**config.mk**
```make
export PLATFORM = sky130hd
export DESIGN_NAME = alu_issue_stage
export DESIGN_NICKNAME = d
export VERILOG_FILES = /design/src/rtl/alu_issue_pkg.sv /design/src/rtl/alu_op_decode.sv /design/src/rtl/alu_issue_stage.sv
export SDC_FILE = /design/constraint.sdc
export NUM_CORES = 1
export LEC_CHECK = 0
export BUFFER_PORTS_ARGS = -buffer_cell sky130_fd_sc_hd__buf_4
export CELL_PAD_IN_SITES_DETAIL_PLACEMENT = 2
export CELL_PAD_IN_SITES_GLOBAL_PLACEMENT = 2
export CORE_ASPECT_RATIO = 1.2
export CORE_MARGIN = 2
export CORE_UTILIZATION = 34
export CTS_CLUSTER_SIZE = 20
export DETAILED_ROUTE_END_ITERATION = 10
export PLACE_DENSITY_LB_ADDON = 0.2
export SYNTH_ARGS = -nofsm -noshare
export SYNTH_HDL_FRONTEND = slang
export SYNTH_SLANG_ARGS = --single-unit
```
**constraint.sdc**
```tcl
create_clock -name clk_in -period 1.6 [get_ports clk_in]
set_input_delay 0.16 -clock clk_in [delete_from_list [all_inputs] [get_ports clk_in]]
set_output_delay 0.16 -clock clk_in [all_outputs]
set_load 0.01 [all_outputs]
```
**src/rtl/alu_issue_pkg.sv**
```systemverilog
// alu_issue_pkg: shared ALU opcode/class encodings, funct3 constants and the issue-buffer entry.
// The ALU_ISSUE_ILLEGAL_TRAP_EN build option lives in alu_op_decode.
package alu_issue_pkg;

    localparam int ALU_W = 64;

    typedef enum logic [2:0] {
        SUB = 3'b000,
        AND = 3'b001,
        OR  = 3'b011,
        ADD = 3'b111
    } alu_op_e;

    typedef enum logic [1:0] {
        CLS_MEM    = 2'b00,
        CLS_BRANCH = 2'b01,
        CLS_RTYPE  = 2'b10,
        CLS_ITYPE  = 2'b11
    } alu_class_e;

    // Encoding equals buffer occupancy, so the state register doubles as the count.
    typedef enum logic [1:0] {
        EMPTY = 2'd0,
        ONE   = 2'd1,
        FULL  = 2'd2
    } fifo_state_e;

    localparam logic [2:0] F3_ADDSUB = 3'b000;
    localparam logic [2:0] F3_OR     = 3'b110;
    localparam logic [2:0] F3_AND    = 3'b111;

    typedef struct packed {
        alu_op_e          opcode;
        logic             illegal;
        logic [ALU_W-1:0] op1;
        logic [ALU_W-1:0] op2;
    } issue_entry_t;

    localparam issue_entry_t ENTRY_RST = '{opcode: ADD, illegal: 1'b0, op1: '0, op2: '0};

endpackage

```
**src/rtl/alu_op_decode.sv**
```systemverilog
// alu_op_decode: combinational ALU class + funct3/funct7[5] to 3-bit ALU opcode.
// With ALU_ISSUE_ILLEGAL_TRAP_EN defined, unsupported funct3 values raise illegal_o.
module alu_op_decode
    import alu_issue_pkg::*;
(
    input  alu_class_e aluClass_i,
    input  logic [2:0] funct3_i,
    input  logic       funct7b5_i,
    output alu_op_e    opcode_o,
    output logic       illegal_o
);

    // Unsupported encodings fall through to ADD, which is also the trap opcode.
    assign opcode_o = aluClass_i == CLS_MEM    ? ADD :
                      aluClass_i == CLS_BRANCH ? SUB :
                      funct3_i == F3_AND       ? AND :
                      funct3_i == F3_OR        ? OR  :
                      (aluClass_i == CLS_RTYPE && funct3_i == F3_ADDSUB && funct7b5_i) ? SUB : ADD;

`ifdef ALU_ISSUE_ILLEGAL_TRAP_EN
    logic supported;

    assign supported = aluClass_i == CLS_MEM || aluClass_i == CLS_BRANCH ||
                       funct3_i == F3_ADDSUB || funct3_i == F3_OR || funct3_i == F3_AND;
    assign illegal_o = !supported;
`else
    assign illegal_o = 1'b0;
`endif

endmodule

```
**src/rtl/alu_issue_stage.sv**
```systemverilog
// alu_issue_stage: decodes ALU ops and buffers them in a 2-entry skid FIFO toward the ALU.
// Optional ALU_ISSUE_ILLEGAL_TRAP_EN flags unsupported decodes (op2 zeroed, illegal_out set).
module alu_issue_stage
    import alu_issue_pkg::*;
#(
    parameter int DATA_W = 64,
    parameter int DEPTH  = 2
) (
    input  logic              clk_in,
    input  logic              rst_n_in,
    input  logic              in_valid_in,
    output logic              in_ready_out,
    input  logic [1:0]        aluClass_in,
    input  logic [2:0]        funct3_in,
    input  logic              funct7b5_in,
    input  logic [DATA_W-1:0] operand1_in,
    input  logic [DATA_W-1:0] operand2_in,
    output logic              out_valid_out,
    input  logic              out_ready_in,
    output logic [2:0]        aluOpcode_out,
    output logic [DATA_W-1:0] operand1_out,
    output logic [DATA_W-1:0] operand2_out,
    output logic              illegal_out
);

    generate
        if (DEPTH != 2 || DATA_W != ALU_W) begin : g_bad_cfg
            $error("alu_issue_stage: DEPTH must be 2 and DATA_W must equal ALU_W");
        end
    endgenerate

    alu_op_e      dec_op;
    logic         dec_ill;
    issue_entry_t new_entry;
    issue_entry_t head;
    issue_entry_t mem_q [2];
    fifo_state_e  state_q;
    fifo_state_e  state_d;
    logic         head_q;
    logic         tail_q;
    logic         in_ready_q;
    logic         out_valid_q;
    logic         accept;
    logic         drain;

    alu_op_decode u_dec (
        .aluClass_i (alu_class_e'(aluClass_in)),
        .funct3_i   (funct3_in),
        .funct7b5_i (funct7b5_in),
        .opcode_o   (dec_op),
        .illegal_o  (dec_ill)
    );

    assign accept = in_valid_in && in_ready_q;
    assign drain  = out_valid_q && out_ready_in;

    always_comb begin
        new_entry = '{opcode: dec_op, illegal: dec_ill, op1: operand1_in,
                      op2: dec_ill ? '0 : operand2_in};
        state_d   = fifo_state_e'(state_q + 2'(accept) - 2'(drain));
    end

    // Handshake outputs are registered from the next state, so in_ready has no path from out_ready.
    always_ff @(posedge clk_in or negedge rst_n_in) begin
        if (!rst_n_in) begin
            state_q     <= EMPTY;
            head_q      <= 1'b0;
            tail_q      <= 1'b0;
            in_ready_q  <= 1'b1;
            out_valid_q <= 1'b0;
            mem_q[0]    <= ENTRY_RST;
            mem_q[1]    <= ENTRY_RST;
        end else begin
            state_q     <= state_d;
            in_ready_q  <= state_d != FULL;
            out_valid_q <= state_d != EMPTY;
            if (accept) begin
                mem_q[tail_q] <= new_entry;
                tail_q        <= !tail_q;
            end
            if (drain) head_q <= !head_q;
        end
    end

    assign head          = mem_q[head_q];
    assign in_ready_out  = in_ready_q;
    assign out_valid_out = out_valid_q;
    assign aluOpcode_out = head.opcode;
    assign operand1_out  = head.op1;
    assign operand2_out  = head.op2;
    assign illegal_out   = head.illegal;

endmodule

```
Yosys cells after proc, flatten, opt, wreduce, memory -nomap -nowiden
Index checks and enable logic that the tools add are counted.
Widths: inputs -> output; s select.
{"block": "classes", "add_sub_neg": 2, "order_cmp": 3, "eq_ne": 5, "mux": 11, "bitwise": 2, "n_reduce_logical": 10}
{"cell": "$mux 132", "count": 4}
{"cell": "$bwmux 264", "count": 1}
{"cell": "$demux 132 s1", "count": 1}
{"cell": "$mux 3", "count": 5}
{"cell": "$eq 3x3->1 const B", "count": 2}
{"cell": "$logic_and 1x1->1", "count": 5}
{"cell": "$ge 2x2->1 const B", "count": 2}
{"cell": "$not 1->2", "count": 2}
{"cell": "$logic_not 3->1", "count": 1}
{"cell": "$add 2x1->2", "count": 1}
{"cell": "$eq 2x1->1 const B", "count": 1}
{"cell": "$eq 2x2->1 const B", "count": 1}
{"cell": "$logic_not 1->1", "count": 2}
{"cell": "$logic_not 2->1", "count": 1}
{"cell": "$lt 2x1->1 const B", "count": 1}
{"cell": "$ne 2x2->1 const B", "count": 1}
{"cell": "$reduce_bool 2->1", "count": 1}
{"cell": "$sub 2x1->2", "count": 1}
{"block": "word_totals", "ff_bits": 270, "inputBits": 138, "out_inout_bits": 134, "word_cells": 46}

Logic depth before layout (Yosys ltp)
{"block": "depth", "ltp_word": 9, "ltp_mapped": 7, "mapped_depth_nobuf": 7}

Modules after synthesis
A second synthesis with hierarchy kept.
{"block": "unflattened", "cells_unflattened": 947, "hier_area_um2": 12057.8}
{"module": "alu_issue_stage", "instances": 1, "cells_each": 937, "area_per_inst_um2": 11989.0}
{"module": "alu_op_decode", "instances": 1, "cells_each": 10, "area_per_inst_um2": 68.8}

Worst setup path before layout
No wires, ideal clock.
{"block": "synth_path", "path_kind": "flip-flop to flip-flop", "from": "register in_ready_q, in the netlist in_ready_out", "to": "register in_ready_q, in the netlist in_ready_out", "setup_time_ns": 0.084, "t_arrival_ns": 1.652, "path_slack_ns": -0.137, "stages_incl_launch_ff": 8, "synth_period_minus_slack_ns": 1.737, "cell_sequence": "dfstp_2 -> nand2_1 -> ha_1 -> inv_1 -> ha_1 -> xor2_1 -> xnor2_1 -> or2_2"}
{"block": "synth_via", "elab_chain_len": 4}
{"item": "start: declaration", "line": "alu_issue_stage.sv:41", "rtl": "logic in_ready_q;"}
{"item": "start signal: assignment", "line": "alu_issue_stage.sv:69", "rtl": "in_ready_q <= 1'b1;"}
{"item": "start signal: assignment", "line": "alu_issue_stage.sv:75", "rtl": "in_ready_q <= state_d != FULL;"}
{"item": "$logic_and 1x1->1", "line": "alu_issue_stage.sv:54", "rtl": "assign accept = in_valid_in && in_ready_q;"}
{"item": "$add 2x1->2", "line": "alu_issue_stage.sv:60", "rtl": "state_d = fifo_state_e'(state_q + 2'(accept) - 2'(drain));"}
{"item": "$sub 2x1->2", "line": "alu_issue_stage.sv:60"}
{"item": "$ne 2x2->1", "line": "alu_issue_stage.sv:75"}
Every way passes these cells.
A chain may end at the register's enable or synchronous reset.

Worst setup path after layout
{"block": "layout_path", "from": "register head_q", "to": "output operand1_out[9]"}
{"block": "layout_via", "elab_chain_len": 4}
{"item": "start: declaration", "line": "alu_issue_stage.sv:39", "rtl": "logic head_q;"}
{"item": "start signal: assignment", "line": "alu_issue_stage.sv:81", "rtl": "if (drain) head_q <= !head_q;"}
{"item": "$not 1->2 (not written as such)", "line": "alu_issue_stage.sv:85", "rtl": "assign head = mem_q[head_q];"}
{"item": "$mux 132 (not written as such) (3 in a row)", "line": "alu_issue_stage.sv:85"}
{"item": "end: declaration", "line": "alu_issue_stage.sv:21", "rtl": "output logic [DATA_W-1:0] operand1_out,"}
Every way passes these cells. The select of a mux whose other input is x is not followed.

==> flow_metrics.py <==
metrics = {
    "run_status": {
        "status": "complete, but fails checks",
        "violations": "setup timing",
    },
    "synth": {
        "synth_edf_count": 0,
        "syn_area_per_cell_um2": 15.9,
        "synthArstFlopShare": 1.00,
        "ys_seq_area_frac": 0.573,
        "yosysMostFrequentCell": "mux2_2",
        "yosys_warnings": 0,
        "synth_ff_type": "dfrtp_1",
        "synthTopCellsByArea": "dfrtp_1, mux2_2, mux2_4",
        "syn_area_um2": 11700,
        "ys_seq_elements": 268,
        "ys_types": 28,
        "synth_top_area_share": 0.558,
        "ys_top_cells_by_count": "mux2_2, dfrtp_1, mux2_4",
        "synth_largest_area_cell": "dfrtp_1",
        "mappedNetlistNets": 875,
        "syn_inst": 735,
    },
    "sta": {
        "maxSlewViolCount": 0,
        "fin_ws_ns": -0.476,
        "setup_viol": 352,
        "post-route-period-util": 1.30,
        "rsz0062_at_grt": "true",
        "timing.fmax_mhz": 482,
        "skew_ns": 0.0176,
        "hold_viol_final": 0,
        "timing.final.crit_period_ns": 2.08,
    },
    "place": {
        "dpl.cell_count": 1463,
        "gp_congestion": 0.708,
        "hpwl_um": 22100,
        "port_buffers": 270,
        "dp_slack_ns": -0.0988,
    },
    "routing": {
        "post_drt_wl_per_cell_um": 25.7,
        "drc_errors": 0,
        "drt-initial-drc-count": 234,
        "vias": 8201,
        "firstDrtPassIters": 4,
        "postRouteAntennaNets": 0,
        "drt-vias-per-instance": 4.84,
        "routed_wl_um": 43500,
    },
    "pwr": {
        "power_density_nw_per_um2": 2250,
        "pwr-share-clk": 0.159,
        "netSwitchingFraction": 0.332,
        "p_int_uw": 27800,
        "p_comb_frac": 0.541,
        "power.switching_uw": 13900,
        "p_leak_uw": 0.00860,
        "vdd_drop_max_v": 0.000978,
        "pwr-share-seq": 0.300,
    },
    "final_layout": {
        "fin_nets": 1358,
        "drive_gt1_frac": 0.657,
        "syn2layout_area_growth_pct": 58.5,
        "fin_cells": 1696,
        "fillCellCount": 3069,
    },
    "clock_network": {
        "htree_levels": 1,
        "cts_tree": "built",
        "cts-root-buf": "clkbuf_16",
        "clockBufferDepth": 3,
        "clock_sinks": 268,
        "clkTransAtPathRegs_ns": 0.06,
        "cts_buffers": 30,
        "clock_latency_ns": 0.56,
    },
    "critical_path": {
        "path_class": "reg2out",
        "worstPathMaxFanout": 11,
        "end_kind": "output port",
        "cp-start-kind": "register",
        "critPathArrivalTime_ns": 1.92,
        "crit_required_ns": 1.44,
    },
    "die": {
        "ios": 272,
        "die_y_um": 207,
        "die_area_um2": 36000,
        "placementRows": 74,
        "core_um2": 34000,
        "die_w_um": 173,
        "start_util": 0.345,
    },
    "global_route": {
        "grt_util_all_layers": 0.203,
        "grt_pass1_vias": 9496,
        "grt_overflow": 0,
        "grt_max_degree": 44,
        "grt_pass1_wl_um": 57100,
        "antenna_found_initial": 1,
    },
    "worst_hold_path": {
        "min_path_type": "in2reg",
    },
    "flow_run": {
        "maxCapViolCount": 0,
    },
}
## cell usage in the layout, fill, tap and decap left out, types with 5 or more instances in the layout
cell type	n
buf_12	27
buf_16	9
buf_4	223
buf_6	73
buf_8	9
clkbuf_1	9
clkbuf_16	55
clkbuf_8	5
clkinv_2	8
dfrtp_1	260
dfstp_2	7
dlygate4sd3_1	131
mux2_2	293
mux2_4	94
nand2_1	8
## repair_timing
action / 4_1_cts / 5_1_grt
hold buffers: 131 / 0
buffers inserted: 6 / 14
resized for setup: 29 / 143
hold endpoints to repair: 519 / 0
gates cloned: 2 / 28
endpoints found under the setup margin: 134 / 355
pin swaps: 5 / 2
## power groups by stage
stage,clock [µW],combinational (µW),sequential (µW)
5_1_grt,7090,23800,12900
6_report,6640,22600,12500
4_1_cts,6730,18500,12100
3_3_place_gp,0,17000,11900
3_5_place_dp,0,17300,12200
2_1_floorplan,0,10200,11500
## state kept, by name (all words and copies together) (netlist names)
register / flops
tail_q: 1
head_q: 1
in_ready_out: 1
out_valid_out: 1
mem_q: 262
state_q: 2
## final cells by class
type	count	area (µm²)	area share
sequential	268	6720	0.362
timing repair buffer	496	5330	0.287
multi-input combinational	420	5010	0.270
clock buffer	45	878	0.0473
tap	456	571	0.0307
clock inverter	8	40.0	0.00216
inverter	2	7.51	0.000405
antenna	1	2.50	0.000135
## layer usage
layer	vias up	track usage	part of all wire
li1	3602	-	-
met1	4318	0.230	0.37
met2	216	0.386	0.56
met3	65	0.0375	0.042
met4	0	0.0587	0.026
met5	-	0	0
## stage by stage
stage	util	area [µm²]	power [µW]	TNS [ns]	hold WS (ns)
final	0.546	18600	41700	-65.38	0.0686
after global routing	0.546	18600	43800	-81.80	0.0727
after CTS	0.507	17200	37300	-58.22	0.0104
after detailed placement	0.435	14800	29500	-0.273	0.107
after global placement	0.435	14800	29000	-0.156	0.110
after floorplan	-	11700	21700	-0.161	-0.136
## critical path, cell delays in order, from the launching register on
cell     delay [ns]
dfrtp_4        0.46
buf_12         0.19
buf_16         0.16
mux2_2         0.37
buf_4          0.16
## kinds of logic after synthesis
| group | after synthesis | synth area share |
|---|---|---|
| buffers and inverters | 47 | 0.0232 |
| other | 1 | 0.000320 |
| multiplexers | 387 | 0.385 |
| AO/OA/AOI/OAI | 8 | 0.00502 |
| XOR/XNOR | 3 | 0.00224 |
| adder cells (fa/ha/maj) | 2 | 0.00214 |
| AND/OR/NAND/NOR | 19 | 0.00876 |
| flip-flops | 268 | 0.573 |
## path summary, 6_finish.rpt
kind	from	end	slack, ns	cells after the start
max in group asynchronous	rst_n_in	in_ready_out	0.84	3
worst max register to register	in_ready_out	in_ready_out	-0.11	7
worst max-delay path	head_q	operand1_out[9]	-0.48	4
worst min-delay path	out_ready_in	head_q	0.07	4
worst min register to register	mem_q[130]	mem_q[130]	0.48	2
min in group asynchronous	rst_n_in	mem_q[85]	0.10	2
Note: power is estimated with default switching activity, not from simulation.
